<file path="config.mk">
export PLATFORM = sky130hd
export DESIGN_NAME = mem_wr_sequencer
export DESIGN_NICKNAME = d
export VERILOG_FILES = /design/src/rtl/mem_seq_pkg.sv /design/src/rtl/mem_wr_sequencer_range_mask_gen.sv /design/src/rtl/mem_wr_sequencer.sv
export SDC_FILE = /design/constraint.sdc
export NUM_CORES = 1
export LEC_CHECK = 0
export CORE_ASPECT_RATIO = 0.75
export CORE_MARGIN = 2
export CORE_UTILIZATION = 52
export CTS_BUF_LIST = sky130_fd_sc_hd__clkbuf_4 sky130_fd_sc_hd__clkbuf_8
export CTS_CLUSTER_SIZE = 16
export DETAILED_ROUTE_END_ITERATION = 10
export GPL_TIMING_DRIVEN = 1
export PLACE_DENSITY_LB_ADDON = 0.2
export RECOVER_POWER = 50
export SLEW_MARGIN = 25
export SYNTH_ARGS = -nofsm -noshare
export SYNTH_HDL_FRONTEND = slang
export SYNTH_HIERARCHICAL = 1
export SYNTH_SLANG_ARGS = --single-unit
</file>
<file path="constraint.sdc">
create_clock -name clk -period 3.45 [get_ports clk]
set_clock_uncertainty 0.2 [all_clocks]
set_input_delay 0.345 -clock clk [delete_from_list [all_inputs] [get_ports clk]]
set_output_delay 0.345 -clock clk [all_outputs]
set_load 0.005 [all_outputs]
</file>
<file path="src/rtl/mem_seq_pkg.sv">
// Shared types and helpers for the register-file write sequencer and its
// array-side checker.
package mem_seq_pkg;

  localparam int unsigned MEM_DEPTH = 7;
  localparam int unsigned MEM_WIDTH = 8;
  localparam int unsigned MEM_AW    = 3;
  localparam int unsigned MEM_BW    = 3;

  localparam logic [MEM_WIDTH-1:0] ALL_ONES = '1;

  typedef enum logic {
    CLEAR,
    RUN
  } state_t;

  function automatic logic [MEM_WIDTH-1:0] range_mask(
    input logic [MEM_BW-1:0] msb,
    input logic [MEM_BW-1:0] lsb
  );
    logic [MEM_WIDTH-1:0] m;
    m = '0;
    for (int unsigned i = 0; i < MEM_WIDTH; i++) begin
      m[i] = (MEM_BW'(i) >= lsb) && (MEM_BW'(i) <= msb);
    end
    return m;
  endfunction

  function automatic logic req_legal(
    input logic [MEM_AW-1:0] addr,
    input logic [MEM_BW-1:0] msb,
    input logic [MEM_BW-1:0] lsb
  );
    return ({1'b0, addr} < (MEM_AW+1)'(MEM_DEPTH)) &&
           ({1'b0, msb} < (MEM_BW+1)'(MEM_WIDTH)) &&
           (lsb <= msb);
  endfunction

endpackage

</file>
<file path="src/rtl/mem_wr_sequencer_range_mask_gen.sv">
// Combinational part-select mask: bits lsb..msb set, empty when lsb > msb.
module range_mask_gen #(
  parameter int unsigned WIDTH = 8,
  parameter int unsigned BW    = 3
) (
  input  logic [BW-1:0]    msb,
  input  logic [BW-1:0]    lsb,
  output logic [WIDTH-1:0] mask
);

  // Per-bit compare avoids the 1 << (msb+1) overflow on a full-word select.
  always_comb begin
    mask = '0;
    for (int unsigned i = 0; i < WIDTH; i++) begin
      mask[i] = (BW'(i) >= lsb) && (BW'(i) <= msb);
    end
  end

endmodule

</file>
<file path="src/rtl/mem_wr_sequencer.sv">
// Write-port sequencer: zero-fills the register-file array after reset or a
// clear request, then turns client part-select writes into masked writes.
module mem_wr_sequencer
  import mem_seq_pkg::*;
#(
  parameter int unsigned DEPTH = 7,
  parameter int unsigned WIDTH = 8,
  parameter int unsigned AW    = 3,
  parameter int unsigned BW    = 3
) (
  input  logic             clk,
  input  logic             rst,
  input  logic             clr_req,
  input  logic             req_valid,
  output logic             req_ready,
  input  logic [AW-1:0]    req_addr,
  input  logic [BW-1:0]    req_msb,
  input  logic [BW-1:0]    req_lsb,
  input  logic [WIDTH-1:0] req_data,
  output logic             mem_we,
  output logic [AW-1:0]    mem_addr,
  output logic [WIDTH-1:0] mem_wmask,
  output logic [WIDTH-1:0] mem_wdata,
  output logic             init_done,
  output logic             busy,
  output logic             err
);

  state_t            state_q, state_d;
  logic [AW-1:0]     cnt_q, cnt_d;
  logic              we_d, init_d, err_d;
  logic [AW-1:0]     addr_d;
  logic [WIDTH-1:0]  mask_d, wdata_d;
  logic [WIDTH-1:0]  req_mask;
  logic              legal;
  logic              accept;

  range_mask_gen #(.WIDTH(WIDTH), .BW(BW)) u_mask (
    .msb  (req_msb),
    .lsb  (req_lsb),
    .mask (req_mask)
  );

  assign legal = ({1'b0, req_addr} < (AW+1)'(DEPTH)) &&
                 ({1'b0, req_msb} < (BW+1)'(WIDTH)) &&
                 (req_lsb <= req_msb);

  assign req_ready = (state_q == RUN) && !clr_req;
  assign accept    = req_valid && req_ready;
  assign busy      = (state_q == CLEAR);

  always_comb begin
    state_d = state_q;
    cnt_d   = cnt_q;
    we_d    = 1'b0;
    err_d   = 1'b0;
    addr_d  = mem_addr;
    mask_d  = mem_wmask;
    wdata_d = mem_wdata;
    init_d  = init_done;
    case (state_q)
      CLEAR: begin
        if (clr_req) begin
          cnt_d = '0;
        end else begin
          we_d    = 1'b1;
          addr_d  = cnt_q;
          mask_d  = '1;
          wdata_d = '0;
          if (cnt_q == AW'(DEPTH - 1)) begin
            state_d = RUN;
            cnt_d   = '0;
            init_d  = 1'b1;
          end else begin
            cnt_d = cnt_q + AW'(1);
          end
        end
      end
      RUN: begin
        if (clr_req) begin
          state_d = CLEAR;
          cnt_d   = '0;
          init_d  = 1'b0;
        end else if (accept) begin
          if (legal) begin
            we_d    = 1'b1;
            addr_d  = req_addr;
            mask_d  = req_mask;
            wdata_d = (req_data << req_lsb) & req_mask;
          end else begin
            err_d = 1'b1;
          end
        end
      end
    endcase
  end

  always_ff @(posedge clk) begin
    if (rst) begin
      state_q   <= CLEAR;
      cnt_q     <= '0;
      mem_we    <= 1'b0;
      mem_addr  <= '0;
      mem_wmask <= '0;
      mem_wdata <= '0;
      init_done <= 1'b0;
      err       <= 1'b0;
    end else begin
      state_q   <= state_d;
      cnt_q     <= cnt_d;
      mem_we    <= we_d;
      mem_addr  <= addr_d;
      mem_wmask <= mask_d;
      mem_wdata <= wdata_d;
      init_done <= init_d;
      err       <= err_d;
    end
  end

endmodule
</file>
# --- Word level (Yosys, flattened, before mapping) ---
# Cells that the tools add are included.
# Widths: inputs -> output; s select.
word_totals:
  register_bits: 26
  inputBits: 21
  output_inout_bits: 24
  elab_cells: 85
op_classes:
  add_sub_neg: 1
  magnitude_cmp: 18
  n_eq_ne: 7
  shift: 1
  muxes: 32
  bitwise: 3
  n_reduce_logical: 15
op_table:
  columns: ["operator", "count"]
  rows:
  - ["$mux 8", 8]
  - ["$pmux 8 s2", 2]
  - ["$mux 3", 7]
  - ["$ge 3x3->1 const A", 4]
  - ["$le 3x3->1 const A", 4]
  - ["$pmux 3 s2", 2]
  - ["$logic_and 1x1->1", 11]
  - ["$mux 1", 10]
  - ["$and 8x8->8", 1]
  - ["$shl 8x3->8", 1]
  - ["$ge 1x3->1 const A", 2]
  - ["$ge 2x3->1 const A", 2]
  - ["$le 1x3->1 const A", 2]
  - ["$le 2x3->1 const A", 2]
  - ["$ne 2x1->1 const B", 3]
  - ["$ne 2x2->1 const B", 3]
  - ["$pmux 1 s2", 3]
  - ["$reduce_and 4->1", 1]
  - ["$reduce_or 4->1", 1]
  - ["$add 3x1->3 const B", 1]
  - ["$eq 3x3->1 const B", 1]
  - ["$le 3x3->1", 1]
  - ["$lt 3x3->1 const B", 1]
  - ["$reduce_and 3->1", 1]
  - ["other kinds (2)", 3]

# --- Longest topological paths before layout ---
depth:
  depth_word: 7
  mapped_depth: 10
  ltp_nobuf: 7

# --- Hierarchy ---
# The synthesis kept the hierarchy.
modules_own_cells:
  columns: ["mod", "instances", "cells_per_inst", "area_per_inst_um2", "seq_area_each_um2"]
  rows:
  - ["mem_wr_sequencer", 1, 164, 1377.6, 520.5]
  - ["range_mask_gen", 1, 14, 77.6, 0.0]

# --- Least setup slack after synthesis ---
# OpenSTA, ideal clock, no wires.
synth_path:
  path_kind: "input-to-reg"
  startpoint: "in req_lsb[0]"
  endpoint: "reg mem_wdata[3]"
  setup_ns: 0.067
  t_arrival_ns: 2.064
  required_ns: 3.183
  slack_ns: 1.118
  cell_stages: 8
  path_buffers: 1
  path_cell_list: "buf_1 inv_1 ha_1 nand3_1 o21ai_1 o21ai_2 or4_4 a21oi_2"
synth_between:
  elab_chain_cells: 7
  word_cells_on_any_way: 12
  classes_between: "order compare (2); eq/ne (1); shift (1); mux (4); bitwise (1); reduce/logical (3)"
synth_rtl:
  columns: ["item", "line_no", "text"]
  rows:
  - ["start: declaration", "mem_wr_sequencer.sv:18", "input logic [BW-1:0] req_lsb,"]
  - ["$ge 2x3->1", "mem_wr_sequencer_range_mask_gen.sv:15", "mask[i] = (BW'(i) >= lsb) && (BW'(i) <= msb);"]
  - ["$logic_and 1x1->1", "mem_wr_sequencer_range_mask_gen.sv:15", null]
  - ["$and 8x8->8", "mem_wr_sequencer.sv:89", "wdata_d = (req_data << req_lsb) & req_mask;"]
  - ["$mux 8", "mem_wr_sequencer.sv:85", "if (legal) begin"]
  - ["$mux 8", "mem_wr_sequencer.sv:84", "end else if (accept) begin"]
  - ["$mux 8", "mem_wr_sequencer.sv:80", "if (clr_req) begin"]
  - ["$pmux 8 s2", "mem_wr_sequencer.sv:61", "case (state_q)"]
  - ["end signal: assignment", "mem_wr_sequencer.sv:114", "mem_wdata <= wdata_d;"]
  - ["end: declaration", "mem_wr_sequencer.sv:23", "output logic [WIDTH-1:0] mem_wdata,"]
# Parallel ways exist; a longest one is shown, timed or not. The select of a mux whose other input is x is not followed.
# A chain may end at the register's enable or synchronous reset.

# --- Final worst setup path ---
layout_path:
  startpoint: "in req_msb[1]"
  endpoint: "reg mem_addr[1]"
layout_between:
  elab_chain_cells: 4
layout_rtl:
  columns: ["item", "line_no", "text"]
  rows:
  - ["start: declaration", "mem_wr_sequencer.sv:17", "input logic [BW-1:0] req_msb,"]
  - ["$le 3x3->1", "mem_wr_sequencer.sv:46", "(req_lsb <= req_msb);"]
  - ["$logic_and 1x1->1", "mem_wr_sequencer.sv:45", "({1'b0, req_msb} < (BW+1)'(WIDTH)) &&"]
  - ["$ne 2x1->1 (no source line)", null, null]
  - ["$reduce_and 4->1 (no source line)", null, null]
  - ["end signal: assignment", "mem_wr_sequencer.sv:112", "mem_addr <= addr_d;"]
  - ["end: declaration", "mem_wr_sequencer.sv:21", "output logic [AW-1:0] mem_addr,"]
# No other way between the ends.

==> flow_summary.toml <==
[cells_and_area]
area_growth_syn_to_layout_pct = 35.4
mostFrequentLayoutCell = "dfxtp_1"
fin_area_sq_um = 1970
drive_above_1_share = 0.0963
final_util = 0.746
final_cell_mix = "dfxtp_1, dlygate4sd3_1, clkdlybuf4s50_1, nor3_1"
num-nets-final = 243
n_antenna_cell = 0
finalNonFillerCells = 254

[worst_hold_path]
min_path_type = "register to register"

[synth]
syn_inst = 178
syn_area_sq_um = 1460
syn-num-nets = 202
yosysWarnings = 6
ys_ff_latch = 26
synthTopCellsByArea = "dfxtp_1, nor3_1, a21oi_1"
yosysTopAreaCellShare = 0.358
ys_seq_area_frac = 0.358
ys_types = 41
syn_avg_cell_area_sq_um = 8.17
yosysTopAreaCell = "dfxtp_1"

[setup_path]
crit_type = "primary input to register"
r2r_slack_ns = 1.15
crit_required_ns = 3.42
start_kind = "primary input"
critPathArrivalTime_ns = 2.67
cp_max_fo = 19
crit_path_end_kind = "register"

[drt]
drtAntennaViolNets = 0
wl_per_cell_um = 15.3
totalWireLength_mm = 3.88
drc = 0
via_count = 1525
drt-vias-per-instance = 6.00
drt_iter0_drc = 179
firstDrtPassIters = 4

[global_route]
grt.busiest_layer = "met2"
grt_max_degree = 27
grt_overflow = 0
use_met1 = 0.361
grt_pass1_vias = 1361
grt_pass1_wl_mm = 6.39
antenna_found_initial = 0
grtUsageMet3 = 0.0479
grt_use_met2 = 0.400
track_usage = 0.257

[floorplanning]
dieHeight_um = 49.8
fp-row-count = 16
initial_core_util = 0.551
pin_count = 45
dieArea_sq_um = 3240
die_w_um = 65.1
core_sq_um = 2640

[job]
max_cap_violations = 0

[clock_tree]
cts_resized = 0
cts_buffers = 3
clockBufferDepth = 2
clock-root-buffer = "clkbuf_8"
clk_latency_ns = 0.27
cts_setup_buffers = 0
cts_tree = "yes"
cts_hold_buf = 0
cts.clk_slew.worst_paths_ns = 0.09
cts_htree_levels = 1
clkSinkCount = 26

[place]
placed_cell_area_sq_um = 1920
port-buffer-count = 44
dpl.cell_count = 250
gp_congestion = 0.935
post-place-ws_ns = 0.486
dp_hpwl_mm = 2.98

[power]
p_per_area_nw_per_um2 = 325
irDropWorstVdd_v = 0.000255
power.total_uw = 640
cellLeakagePower_nw = 0.782

[sta]
fmax_ghz = 0.371
final.period_utilization = 0.782
finalSetupTns_ns = 0
relSlewSlack = 0.365
final.min_clock_period_ns = 2.70
rsz0062_at_grt = "no"
worst_pin_slew_ns = 0.949
hold_ws_ns = 0.271
report.final.slew_viol_count = 0
finalSetupViolations = 0
report.final.hold_viol_count = 0
setup_ws_ns = 0.753

[status]
status = "completed"
==> worst paths after layout <==
| check | start | to | depth (start not counted) |
|---|---|---|---|
| max | req_msb[1] | mem_addr[1] | 8 |
| min reg2reg | mem_wdata[7] | mem_wdata[7] | 2 |
| max reg2reg | state_q | mem_addr[1] | 6 |
| min | mem_wdata[7] | mem_wdata[7] | 2 |
==> routing by layer <==
| layer | vias to the layer above | wire length [um] |
|---|---|---|
| li1 | 731 | - |
| met1 | 705 | 1730 |
| met2 | 78 | 1730 |
| met3 | 11 | 342 |
| met4 | 0 | 85 |
| met5 | - | 0 |
==> state kept, by name (all words and copies together), names as in the netlist <==
name / flops
err: 1
mem_wdata: 8
cnt_q: 3
state_q: 1
mem_wmask: 8
init_done: 1
mem_we: 1
mem_addr: 3
==> Yosys cell counts, drive strengths merged <==
library cell	instances
buf	4
nand3b	1
o211ai	2
nand2b	1
and3b	1
nand4	2
and3	3
nor2	16
o21ai	9
mux2i	3
mux2	3
nor3	19
a31oi	3
nor2b	3
nand3	11
and2	2
nor3b	1
a311oi	1
ha	3
or2	1
mux4	2
dfxtp	26
a22oi	1
or4	2
a311o	1
a21oi	17
o31ai	1
a221oi	1
nand2	11
clkbuf	8
o21a	1
inv	8
a211oi	10
==> worst max-delay path, cell delays in order <==
cell and delay [ns]:
clkdlybuf4s50_1 0.59, inv_1 0.09, ha_1 0.33, nand3_1 0.10, o21ai_1 0.12, o21ai_2 0.60
nand2_1 0.16, a311oi_1 0.32
==> power breakdown <==
group	total, mW	internal [mW]	switching [mW]
combinational	0.128	0.0639	0.0640
sequential	0.317	0.310	0.00640
clock	0.195	0.102	0.0930
total	0.640	0.476	0.163
==> logic make-up after synthesis <==
logic type / share of synthesized area
AOI/OAI and AO/OA: 0.221
adders and majority gates: 0.0258
buffers and inverters: 0.0585
and+or+nand+nor: 0.262
DFF: 0.358
muxes: 0.0748
==> area by class of cell <==
cell class | instances | area [sq um]
multi-input cells | 132 | 850
fillers | 205 | 672
flip-flops and latches | 26 | 520
repair buffers | 48 | 470
clock buffers | 4 | 55.1
well taps | 36 | 45.0
inverters | 8 | 30.0
Power figures use the tool's default switching activity.
